===== config.mk =====
export PLATFORM = sky130hd
export DESIGN_NAME = mem_req_arb
export DESIGN_NICKNAME = d
export VERILOG_FILES = /design/src/rtl/mem_pkg.sv /design/src/rtl/mem_req_arb_rr_arb2.sv /design/src/rtl/mem_req_arb.sv
export SDC_FILE = /design/constraint.sdc
export NUM_CORES = 1
export LEC_CHECK = 0
export ABC_AREA = 1
export CAP_MARGIN = 20
export CORE_AREA = 2 2 39 41
export CTS_CLUSTER_DIAMETER = 120
export DETAILED_ROUTE_END_ITERATION = 16
export DIE_AREA = 0 0 41 43
export GPL_TIMING_DRIVEN = 0
export PLACE_DENSITY = 0.63
export SYNTH_ARGS = -nofsm -noshare
export SYNTH_HDL_FRONTEND = slang
export SYNTH_SLANG_ARGS = --single-unit

===== constraint.sdc =====
create_clock -name clk -period 0.8 [get_ports clk]
set_input_delay 0.08 -clock clk [delete_from_list [all_inputs] [get_ports clk]]
set_output_delay 0.08 -clock clk [all_outputs]
set_load 0.01 [all_outputs]

===== src/rtl/mem_pkg.sv =====
// Shared types and helpers for the memory request front-end.
// Optional feature macro used by mem_req_arb: MEM_UNSWAP_EN.
package mem_pkg;

   // Response FSM: IDLE = no read response pending, RSP = response pending
   typedef enum logic {
      IDLE = 1'b0,
      RSP  = 1'b1
   } arb_state_e;

   // Swaps the two halves of a w-bit word held in the low bits of data.
   // Used by the memory write path for upper addresses and by the unswap option.
   // Supports words up to 64 bits; w must be even.
   function automatic logic [63:0] half_swap(input logic [63:0] data, input int w);
      logic [63:0] res;
      res = '0;
      for (int i = 0; i < 64; i++) begin
         if (i < w) begin
            res[6'(i)] = data[6'((i + w / 2) % w)];
         end
      end
      return res;
   endfunction

endpackage


===== src/rtl/mem_req_arb_rr_arb2.sv =====
// rr_arb2: two-requester round-robin arbiter.
// req[0]/gnt[0] is the write side, req[1]/gnt[1] the read side.
// prio=0 favours requester 0 on contention, prio=1 favours requester 1.
module rr_arb2 (
   input  logic       clk,
   input  logic       rst,
   input  logic [1:0] req,
   output logic [1:0] gnt
);

   logic prio_q;
   logic prio_d;

   // Grant selection; prio only moves when both requesters compete
   always_comb begin
      gnt    = req;
      prio_d = prio_q;
      if (req == 2'b11) begin
         gnt    = prio_q ? 2'b10 : 2'b01;
         prio_d = ~prio_q;
      end
   end

   // Priority register
   always_ff @(posedge clk) begin
      if (rst) begin
         prio_q <= 1'b0;
      end else begin
         prio_q <= prio_d;
      end
   end

endmodule


===== src/rtl/mem_req_arb.sv =====
// mem_req_arb: write/read request front-end for the single-port-pair memory.
// At most one memory op per cycle; read data returned on a valid/ready channel.
// Optional MEM_UNSWAP_EN: undo the memory's half swap for upper-half reads so
// the requester reads back exactly what it wrote.
module mem_req_arb
   import mem_pkg::*;
#(
   parameter int WIDTH = 2,
   parameter int PSIZE = 2,
   parameter int DEPTH = 2 ** PSIZE
) (
   input  logic             clk,
   input  logic             rst,
   input  logic             wr_valid,
   output logic             wr_ready,
   input  logic [PSIZE-1:0] wr_addr,
   input  logic [WIDTH-1:0] wr_data,
   input  logic             rd_valid,
   output logic             rd_ready,
   input  logic [PSIZE-1:0] rd_addr,
   output logic             rsp_valid,
   input  logic             rsp_ready,
   output logic [WIDTH-1:0] rsp_data,
   output logic             mem_wr,
   output logic             mem_rd,
   output logic [PSIZE-1:0] mem_wr_addr,
   output logic [PSIZE-1:0] mem_rd_addr,
   output logic [WIDTH-1:0] mem_wr_data,
   input  logic [WIDTH-1:0] mem_rd_data
);

   arb_state_e state_q;
   arb_state_e state_d;
   logic       rd_el;
   logic       wr_el;
   logic [1:0] req;
   logic [1:0] gnt;

   // A read may only issue when no response is pending or the pending one leaves now
   assign rd_el = rd_valid && ((state_q == IDLE) || rsp_ready);
   assign wr_el = wr_valid;
   assign req   = {rd_el, wr_el} & {2{~rst}};

   rr_arb2 u_arb (
      .clk (clk),
      .rst (rst),
      .req (req),
      .gnt (gnt)
   );

   // State register
   always_ff @(posedge clk) begin
      if (rst) begin
         state_q <= IDLE;
      end else begin
         state_q <= state_d;
      end
   end

   // Next state: a read grant always leaves a response pending
   always_comb begin
      state_d = state_q;
      case (state_q)
         IDLE: if (gnt[1]) state_d = RSP;
         RSP:  if (!gnt[1] && rsp_ready) state_d = IDLE;
         default: state_d = IDLE;
      endcase
   end

`ifdef MEM_UNSWAP_EN
   localparam logic [PSIZE-1:0] HALF_ADDR = PSIZE'(DEPTH / 2);

   logic upper_q;
   logic upper_d;

   // Remember whether the outstanding read targets the swapped upper half
   always_comb begin
      upper_d = upper_q;
      if (gnt[1]) upper_d = (rd_addr >= HALF_ADDR);
   end

   // Upper-half flag register
   always_ff @(posedge clk) begin
      if (rst) begin
         upper_q <= 1'b0;
      end else begin
         upper_q <= upper_d;
      end
   end
`endif

   // Outputs: handshakes follow the grant, memory ports are pass-through
   always_comb begin
      wr_ready    = gnt[0];
      mem_wr      = gnt[0];
      rd_ready    = gnt[1];
      mem_rd      = gnt[1];
      mem_wr_addr = wr_addr;
      mem_rd_addr = rd_addr;
      mem_wr_data = wr_data;
      rsp_valid   = (state_q == RSP) && !rst;
`ifdef MEM_UNSWAP_EN
      rsp_data    = upper_q ? WIDTH'(half_swap(64'(mem_rd_data), WIDTH)) : mem_rd_data;
`else
      rsp_data    = mem_rd_data;
`endif
   end

endmodule


==> results of run 1 <==
==> routing by layer <==
metal,global-route usage [%],wire length (um)
met1,7.32,178
met2,12.2,314
met3,4.71,72
met4,6.00,0
met5,0,0
==> registers in the layout (all words and copies together), names as in the netlist <==
register	count
state_q	1
u_arb.prio_q	1
==> worst paths after layout <==
path | from | depth (start not counted) | slack (ps) | end
hold / removal | rsp_ready | 4 | 290 | state_q
hold reg to reg | state_q | 2 | 490 | state_q
setup reg to reg | state_q | 5 | -70 | u_arb.prio_q
setup / recovery | state_q | 5 | -340 | rd_ready
==> placed cells by master (no fill, tap or decap) <==
| cell | n |
|---|---|
| sky130_fd_sc_hd__inv_2 | 1 |
| sky130_fd_sc_hd__nor2_4 | 1 |
| sky130_fd_sc_hd__nand4_2 | 1 |
| sky130_fd_sc_hd__clkbuf_4 | 3 |
| sky130_fd_sc_hd__dlygate4sd2_1 | 4 |
| sky130_fd_sc_hd__nand2_4 | 1 |
| sky130_fd_sc_hd__nand2_1 | 3 |
| sky130_fd_sc_hd__nor2_1 | 2 |
| sky130_fd_sc_hd__clkdlybuf4s50_1 | 8 |
| sky130_fd_sc_hd__buf_4 | 11 |
| sky130_fd_sc_hd__o211ai_1 | 1 |
| sky130_fd_sc_hd__nand3_1 | 1 |
| sky130_fd_sc_hd__buf_6 | 6 |
| sky130_fd_sc_hd__dfxtp_2 | 2 |
| sky130_fd_sc_hd__nand2_2 | 1 |
| sky130_fd_sc_hd__a21oi_2 | 2 |
| sky130_fd_sc_hd__buf_2 | 2 |
| sky130_fd_sc_hd__inv_1 | 5 |
==> power groups by stage <==
stage / combinational (mW) / sequential, mW / clock, mW
after CTS: 0.197 / 0.110 / 0.238
after detailed placement: 0.186 / 0.110 / 0
after floorplan: 0.0906 / 0.109 / 0
after global placement: 0.184 / 0.109 / 0
after global routing: 0.217 / 0.111 / 0.257
final: 0.200 / 0.111 / 0.220
==> stage by stage <==
step	instances	cell area [um2]	hold WS (ps)	worst slack [ps]
after floorplan	31	219	149	-26.8
after global placement	64	409	465	-895
after detailed placement	64	409	482	-893
after CTS	69	458	278	-350
after global routing	71	473	289	-395
final	71	473	292	-343
==> repair_timing <==
action,4_1_cts,5_1_grt
setup buffers,2,3
pin swaps,6,5
hold buffers,0,0
gates resized for setup,35,0
setup endpoints to repair,7,7
==> worst register-to-register path, delay by kind of cell, from the launching register on <==
kind / cells / cell delay [ps]
AOI/OAI and AO/OA: 1 / 130
buffers and inverters: 1 / 130
DFF: 1 / 340
and+or+nand+nor: 3 / 210
==> kinds of logic after synthesis <==
kind of cell	share of synthesized area [%]
AO/OA/AOI/OAI	8.33
buffers and inverters	46.4
AND/OR/NAND/NOR	26.2
flip-flops	19.0
==> cell type report <==
cell class / instances / area [um2] / share of cell area, %
Sequential cell: 2 / 42.5 / 8.99
Clock buffer: 3 / 22.5 / 4.76
Timing Repair Buffer: 21 / 193 / 40.7
Inverter: 6 / 22.5 / 4.76
Tap cell: 16 / 20.0 / 4.23
Buffer: 10 / 82.6 / 17.5
Multi-Input combinational cell: 13 / 90.1 / 19.0
==> results.txt, run 1 <==
On the worst path, the slowest cell contributes a delay of 340 ps. The reported net switching power is 0.133 mW, and the overall power of the completed layout is 0.531 mW. Number of register bits inferred by synthesis: 2.

The final reports fail on setup timing. In this run the worst path has a maximum fanout of 5. The run gives 31 as the count of mapped cells out of synthesis.

The number of max-cap violations was 0; the number of sinks handled by clock tree synthesis was 2. The initial antenna violation count is 0, and the number of nets produced by synthesis is 44. Cells with a size suffix above 1 make up 56.4% of the layout. After clock tree synthesis, the clock-pin slew on the worst setup and hold paths is 30 ps. The tools report the number of clock buffers inserted by TritonCTS as 3. For the worst setup path, the data required time is 720 ps. Counting flops with an async set or reset pin after synthesis yields a share of 0%.

The H-tree depth reported by CTS was 1. Data on the critical path arrives at its endpoint at 1060 ps. For the largest voltage drop on the vdd net, the log shows 0.000430 V. The worst pin sits at a relative slew slack of 82.0%. The run gives -1410 ps as the setup TNS after final layout. After detailed routing, the number of remaining DRC violations is 0. The final layout contains 70 nets. The clock network accounts for 41.4% of the total power.

The number of detailed-routing iterations run before antenna repair came out at 2. The nature of the critical path startpoint was a register. The number of warning messages in the yosys log came out at 0. The run gives -343 ps as the final setup slack of the worst path.

TritonCTS built the clock tree. The fraction of the yosys area taken by sequential cells came out at 19.0%. In this design, the critical path's most frequently occurring cell is sky130_fd_sc_hd__buf_6. The floorplan step set the die width to 41 um. The tools report the total congestion overflow after global routing as 0. The transition time at the pin with the least slew margin works out to 270 ps. Static timing analysis puts the maximum clock frequency at 875 MHz.

The first global-routing pass estimated 897 um of wire. The filler cell count was 166. The routed length per instance was 7.94 um. Walking the worst path, the cells encountered are nand2_4 > o211ai_1 > inv_1 > buf_6 > buf_6.

Setup repair after global routing could not meet its margin everywhere. Counting along the longest clock path gives a buffer depth of 2. The average size of a mapped cell works out to 6.78 um2.

The synthesized netlist contains 10 unique library cells. Period utilization: 143%. For the setup-violating endpoint count in the final report, the log shows 7.

The type of the worst setup path is reg2out. The clock skew came out at 4.67 ps. The most frequently used flop master after synthesis is sky130_fd_sc_hd__dfxtp_1. Ranked by instance count, the synthesized netlist is headed by sky130_fd_sc_hd__buf_4 (10), sky130_fd_sc_hd__inv_1 (6), sky130_fd_sc_hd__nand2_1 (5). For this design the ratio of total power to cell area is 1120 nW/um2. For the number of hold-slack violations in the final timing report, the log shows 0.

After legalization and detailed placement, the total HPWL measured 390 um. Port buffering added 17 buffers. By instance count, the leading cell after synthesis is sky130_fd_sc_hd__buf_4.

Entering global routing, the biggest net connects 6 pins. Sorting the synthesized cells by area gives the leading types as sky130_fd_sc_hd__buf_4 (36%), sky130_fd_sc_hd__dfxtp_1 (19%), sky130_fd_sc_hd__inv_1 (11%). In this run the static leakage power is 0.242 nW. The biggest area consumer among synthesized cells was sky130_fd_sc_hd__buf_4. The post-synthesis cell area came out at 210 um2. Number of DRC violations after detailed-routing iteration 0: 2.

The logs give 0 for the max-slew violation count and 220 ps for the latest clock arrival within the worst-skew pair. The share of total power consumed by net switching came out at 25.1%. The part of the total power dissipated in sequential elements is 20.8%. The total wirelength of the detailed-routed design is 564 um, and the standard-cell row count is 14.

The detail route stage leaves a number of antenna-violating nets equal to 0. Dividing the detail-routed via count by the number of cells gives 3.61. The die height works out to 43 um. The internal portion of the total power is 0.397 mW. The count of buffer and inverter cells on the critical path is 3. The top cell type by area accounts for 35.7% of the synthesized area. In the global route stage, overall resource usage came out at 8.01%. The synthesis-to-layout area growth was 125%. The post-route minimum period works out to 1140 ps. In this run the clock root is driven by a sky130_fd_sc_hd__clkbuf_4. The die footprint was 1760 um2; the part of the power in combinational logic was 37.8%. Number of global-route vias before repair: 234. STA classifies the critical path endpoint as an output pin. The congestion estimate from routability-driven global placement came to 0.541.

The initial utilization of the core area, before any placement, comes to 15.2%. The repair_antennas step left the layout with diodes totalling 0. The total area inside the core boundary comes to 1380 um2.

The synthesized design contains 0 enable-type register cells. In this run the count of I/O pins placed on the die edge is 26. The largest individual stage delay along the critical path comes from the cell sky130_fd_sc_hd__dfxtp_2. The class of the most critical hold timing path is in2reg. The cell type group with the largest total delay on the critical path was flip-flops. The routed layout has 256 vias. Once layout is complete, the utilization of the core stands at 34.2%.

The run finished, with violations left.
(Power assumes the default switching activity.)
==> inputs of run 2 (changes only) <==
==> constraint.sdc (replaced) <==
create_clock -name clk -period 0.8 [get_ports clk]
set_input_delay 0.2 -clock clk [delete_from_list [all_inputs] [get_ports clk]]
set_output_delay 0.2 -clock clk [all_outputs]
set_load 0.01 [all_outputs]
==> run 2 against run 1 <==
Compared with the run above:
- non-clock buffer count fell by 3
- the run still ends with setup timing left
- clock skew fell by 4.5 ps
- clock power hardly changed
==> results.txt, run 2 (synthesis results as in run 1) <==
The flow ran to the end, but the final reports show violations. The final reports fail on setup timing. The routed length per instance works out to 7.37 um. STA puts the critical path data arrival time at 1060 ps. TritonCTS built the clock tree. Initial antenna violation count: 0. The die covers 1760 um2. The number of hold-slack violations in the final timing report is 0, and the total congestion overflow after global routing is 0. Once the floorplan was initialized, standard cells occupied 15.2% of the core. Leaving out fill and tap cells, the most frequent cells in the layout are sky130_fd_sc_hd__dlygate4sd2_1 (11), sky130_fd_sc_hd__buf_4 (9), sky130_fd_sc_hd__inv_1 (5), sky130_fd_sc_hd__buf_6 (5). Post-route minimum period: 1260 ps. Summed over all cells, the static leakage comes to 0.236 nW.

After floorplanning, the core was sized to cover 1380 um2. From synthesis to final layout, the design area changed by 105%. The nature of the critical path startpoint was a register. For the overall power of the completed layout, the log shows 0.499 mW.

Hold repair after CTS inserted 0 buffers. For the worst flop-to-flop path, the logic depth is 3. The tightest min-delay check is of the in2reg type. The tools report the H-tree depth reported by CTS as 1. For the DRC violation count after routing, the log shows 0.

Setup violations remaining at the end of the flow were counted as 6. The I/O pin total is 26, and the die extent in x is 41 um. Number of detailed-routing iterations run before antenna repair: 1. The logs give 0.198 ps for the clock skew and 0 for the max-slew violation count.

Cell count of the worst hold path: 2. Global routing used 6.71% of the available tracks across all layers. Largest fanout of any net on the critical path: 3. The transition time at the pin with the least slew margin was 202 ps.

After detailed routing, the total wire length is 501 um. After routing, the total negative slack on setup checks comes to -1830 ps. Across the VDD grid, the largest voltage drop is 0.000257 V. The tools report the reg-to-reg startpoint as u_arb.prio_q. The number of global-route vias before repair is 223, and the register-to-register setup slack is -30 ps. Counting the buffers created by CTS gives 3. The fraction of layout instances using a drive strength above 1 came out at 51.9%. The period utilization is 158%, and the standard-cell row count is 14.

Static timing analysis puts the maximum clock frequency at 793 MHz. Setup repair after global routing could not meet its margin everywhere. The nature of the critical path endpoint is an output pin. In the routed layout, each cell is associated on average with a via count of 3.49. Once detail routing completed, the nets flagged for antenna violations numbered 0.

The tool flagged a number of max-cap violations equal to 0. Before CTS, the worst setup slack after placement is -1150 ps. The first global-routing pass estimated 765 um of wire.

In this run the power density over the cells is 1160 nW/um2. Measured along the y axis, the die boundary spans 43 um. The repair_antennas step left the layout with diodes totalling 0.

The library cell used most frequently in the layout, excluding fill and tap cells, is sky130_fd_sc_hd__dlygate4sd2_1. The clock transition at the registers of the reported paths was 30 ps. The maximum number of pins on one net before global-route repair is 6.

At the end of routability-driven placement, the weighted congestion stood at 0.532. The maximum buffer depth of the clock tree is 2. Buffers placed on the I/O ports in this run total 17. The tools report the worst hold slack after final layout as 338 ps.

For the number of nets at the end of the flow, the log shows 67. The worst hold path begins at rst. The tools report the end point of the most critical hold path as state_q.

The run gives 31.2% as the core occupancy in the finished layout. The tools report the critical path required time as 600 ps. The run gives 86.5% as the headroom to the max-slew limit.

The latest clock arrival within the worst-skew pair is 220 ps. In the final layout, the registers with the most flip-flops are state_q x1, u_arb.prio_q x1. For this block, the initial DRC count from the detailed router was 0. The tree built by TritonCTS fans out to 2 sinks.

The type of the worst setup path was reg2out. Summing over every cut layer, the via total after detailed routing is 237. The final setup slack of the worst path was -461 ps. The tree is rooted in a sky130_fd_sc_hd__clkbuf_4.

The estimated wirelength of the detail-placed design came out at 421 um. The worst flop-to-flop path endpoint was state_q.
==> run 2: how the worst max path moves through the flow <==
stage / end / cells past startpoint / from / slack [ps]
after floorplan: rd_ready / 3 / u_arb.prio_q / -140
after global placement: rd_ready / 6 / rst / -1140
after detailed placement: rd_ready / 6 / rst / -1150
after CTS: rd_ready / 5 / state_q / -460
after global routing: rd_ready / 4 / u_arb.prio_q / -500
final: rd_ready / 4 / u_arb.prio_q / -460
==> run 2: per-stage QoR <==
step / instance area [um2] / std cells
2_1_floorplan: 224 / 31
3_3_place_gp: 414 / 64
3_5_place_dp: 414 / 64
4_1_cts: 424 / 67
5_1_grt: 432 / 68
6_report: 432 / 68
==> run 2: layer usage <==
metal,track usage (%),up-vias,routed length [um]
li1,-,127,-
met1,5.43,99,157
met4,6.00,0,0
met3,3.14,0,65
met2,10.9,11,279
met5,0,-,0
==> run 2: report_power, final <==
group / internal (mW) / total [mW] / switching [mW] / leakage, nW
clock: 0.165 / 0.217 / 0.0518 / 0.0138
combinational: 0.103 / 0.172 / 0.0687 / 0.205
sequential: 0.106 / 0.110 / 0.00406 / 0.0172
==> run 2: layout make-up <==
cell class / instances / area, um2
Fill cell: 148 / 952
Timing Repair Buffer: 18 / 159
Multi-Input combinational cell: 13 / 82.6
Buffer: 10 / 82.6
Sequential cell: 2 / 42.5
Clock buffer: 3 / 22.5
Inverter: 6 / 22.5
Tap cell: 16 / 20.0
==> run 2: worst max-delay path, cell delays in order (launching register included) <==
cell                       delay [ps]
sky130_fd_sc_hd__dfxtp_2          310
sky130_fd_sc_hd__o211ai_1         210
sky130_fd_sc_hd__inv_1             90
sky130_fd_sc_hd__buf_6            120
sky130_fd_sc_hd__buf_6            110
==> run 2: what timing repair did <==
| item | in CTS | in global routing |
|---|---|---|
| buffers inserted | 0 | 1 |
| pin swaps | 6 | 4 |
| gates resized for setup | 40 | 0 |
| endpoints found under the setup margin | 15 | 6 |
==> inputs of run 3 (changes only) <==
--- a/config.mk
+++ b/config.mk
@@ -7,12 +7,14 @@
 export LEC_CHECK = 0
 export ABC_AREA = 1
 export CAP_MARGIN = 20
-export CORE_AREA = 2 2 39 41
+export CELL_PAD_IN_SITES_DETAIL_PLACEMENT = 1
+export CELL_PAD_IN_SITES_GLOBAL_PLACEMENT = 1
+export CORE_MARGIN = 2
+export CORE_UTILIZATION = 12
 export CTS_CLUSTER_DIAMETER = 120
 export DETAILED_ROUTE_END_ITERATION = 16
-export DIE_AREA = 0 0 41 43
 export GPL_TIMING_DRIVEN = 0
-export PLACE_DENSITY = 0.63
+export PLACE_DENSITY = 0.76
 export SYNTH_ARGS = -nofsm -noshare
 export SYNTH_HDL_FRONTEND = slang
 export SYNTH_SLANG_ARGS = --single-unit
==> run 3 against run 2 <==
Compared with the run above:
- the flow still finishes with violations (setup timing)
- utilization decreased by 4.3 points
- register-to-register slack lost 40 ps
- critical path type unchanged
- critical endpoint unchanged
- largest power group unchanged
- critical path depth unchanged
- combinational power is 6% higher
- die area increased by 19%
==> results.txt, run 3 (synthesis results as in run 1) <==
The clock transition at the registers of the reported paths came out at 30 ps. In this run the vertical extent of the chip is 45.9 um. Entering global routing, the biggest net connects 6 pins. Across the run, the number of max-cap violations was 0. The tools report the number of sinks handled by clock tree synthesis as 2.

After detailed placement, the total cell area comes to 415 um2. The largest registers in the layout are state_q x1, u_arb.prio_q x1. Final antenna-violating net count: 0. The buffer cell driving the clock tree root is sky130_fd_sc_hd__clkbuf_4. In the finished design, the share of the clock period the worst path needs comes to 162%.

The largest fanout of any net on the critical path was 3. The worst hold path begins at rst. The max-slew violation count is 0. Measured on the finished design, the core utilization comes to 26.9%. The design draws 0.514 mW. The final layout contains 68 nets. The upper clock frequency limit was 770 MHz. The DRC violation count after routing is 0, and the worst setup slack after placement is -1160 ps.

The worst-case IR drop observed on VDD is 0.000317 V. The number of global-route vias before repair was 239; the final design area excluding fillers was 454 um2. Across the whole layout, storage elements account for 42.5 um2. The run gives 1 as the number of DRC violations after detailed-routing iteration 0. At the worst endpoint, the arrival time is 1100 ps. The routed length per instance came out at 8.10 um. The synthesis-to-layout area growth works out to 116%.

TritonCTS built the clock tree. The min-delay analysis places its worst path in the category in2reg. The number of vias in the routed layout is 254.

The worst flop-to-flop path endpoint was state_q. The tools report the headroom to the max-slew limit as 85.0%. The latest clock arrival within the worst-skew pair is 220 ps. For hold timing, the worst endpoint is state_q. The initial antenna violation count was 0; the standard-cell row count was 15.

Once layout is complete, the cells apart from fillers number 70. The run gives 1 as the H-tree depth reported by CTS. The type of the worst setup path is reg2out. Setup repair after global routing could not meet its margin everywhere.

Via density per instance: 3.63. The post-route minimum period came out at 1300 ps. The startpoint identified for the worst register-to-register timing path is state_q. At the end of routability-driven placement, the weighted congestion stood at 0.557. In this run the power density over the cells is 1130 nW/um2. The final reports fail on setup timing. The top cell types in the final layout, fill and taps aside, are sky130_fd_sc_hd__buf_4 (10), sky130_fd_sc_hd__dlygate4sd2_1 (9), sky130_fd_sc_hd__inv_1 (5), sky130_fd_sc_hd__buf_6 (5). The wire length of the first global-routing pass was 841 um; the number of clock buffers inserted by TritonCTS was 3.

The tools report the nature of the critical path startpoint as a register. The run gives 2 as the maximum buffer depth of the clock tree. Final setup slack of the worst path: -499 ps.

The cell count of the worst hold path works out to 2. The number of cells on the worst reg-to-reg path is 4. For this run, the total global-route usage over all layers was measured as 6.24%.

The tools report the register-to-register setup slack as -70 ps. Between clock sinks in the finished design, the worst skew comes to 3.15 ps. The die covers 2100 um2. The worst setup path is captured at an output pin. The post-route netlist has 58.5% of its cells at a drive strength greater than 1.

The tools report the I/O pin total as 26. Setup violations remaining at the end of the flow were counted as 6. In the final layout, the multi-input gates occupy 100 um2. For the total wirelength of the detailed-routed design, the log shows 567 um.

The tools report the static leakage as 0.239 nW. STA puts the critical path data required time at 600 ps. The library cell used most frequently in the layout, excluding fill and tap cells, is sky130_fd_sc_hd__buf_4. The run finished, with violations left. For the number of antenna cells inserted, the log shows 0.

The transition time at the pin with the least slew margin works out to 224 ps. Once placement completed, the tool counted placed cells totaling 65. The filler cells instantiated in the layout total 212.

After floorplanning, the core was sized to cover 1690 um2. The number of hold-slack violations in the final timing report is 0, and the die extent in x is 45.9 um. After global routing the overflow that remains totals 0. The logs give 2 for the number of detailed-routing iterations run before antenna repair and 471 um for the estimated wirelength of the detail-placed design. The run gives 12.4% as the effective utilization at floorplan.

In this run the tool buffered the top-level ports with 17 buffer cells.
run 3: critical path, cell delays in order, from the launching register on:
cell,delay [ps]
sky130_fd_sc_hd__dfxtp_2,320
sky130_fd_sc_hd__o211ai_1,230
sky130_fd_sc_hd__inv_1,100
sky130_fd_sc_hd__buf_6,120
sky130_fd_sc_hd__buf_6,110
run 3: report_power, final:
group          internal [mW]  switching (mW)  leakage [nW]
Sequential             0.106         0.00413        0.0172
Combinational          0.107          0.0762         0.208
Clock                  0.165          0.0548        0.0138
run 3: stage by stage:
| stage | hold slack [ps] | setup TNS (ps) |
|---|---|---|
| 6_report | 221 | -1960 |
| 2_1_floorplan | 262 | -251 |
| 3_3_place_gp | 465 | -7680 |
| 4_1_cts | 319 | -1970 |
| 3_5_place_dp | 482 | -7850 |
| 5_1_grt | 230 | -2270 |
run 3: what timing repair did:
item / in CTS / in global routing
endpoints found under the setup margin: 15 / 6
resized for setup: 42 / 6
pin swaps: 6 / 4
setup buffers: 2 / 1
hold buffers: 0 / 0
run 3: worst max path at each step:
stage,to,cells past startpoint,slack [ps],startpoint
after detailed placement,rd_ready,6,-1160,rst
after floorplan,rd_ready,3,-140,u_arb.prio_q
after global routing,rd_ready,4,-550,u_arb.prio_q
after CTS,rd_ready,5,-470,state_q
final,rd_ready,4,-500,u_arb.prio_q
after global placement,rd_ready,6,-1150,rst
run 3: area by class of cell:
cell class | instances | share of cell area [%]
Timing Repair Buffer | 19 | 35.8
Multi-Input combinational cell | 13 | 22.0
Buffer | 10 | 18.2
Sequential cell | 2 | 9.37
Clock buffer | 3 | 4.96
Inverter | 6 | 4.96
Tap cell | 17 | 4.68
run 3: per-layer routing:
layer	GRT usage, %	up-vias	wire length (um)
li1	-	129	-
met5	0	-	0
met2	11.7	11	335
met4	6.86	0	15
met1	3.51	112	167
met3	3.57	2	48
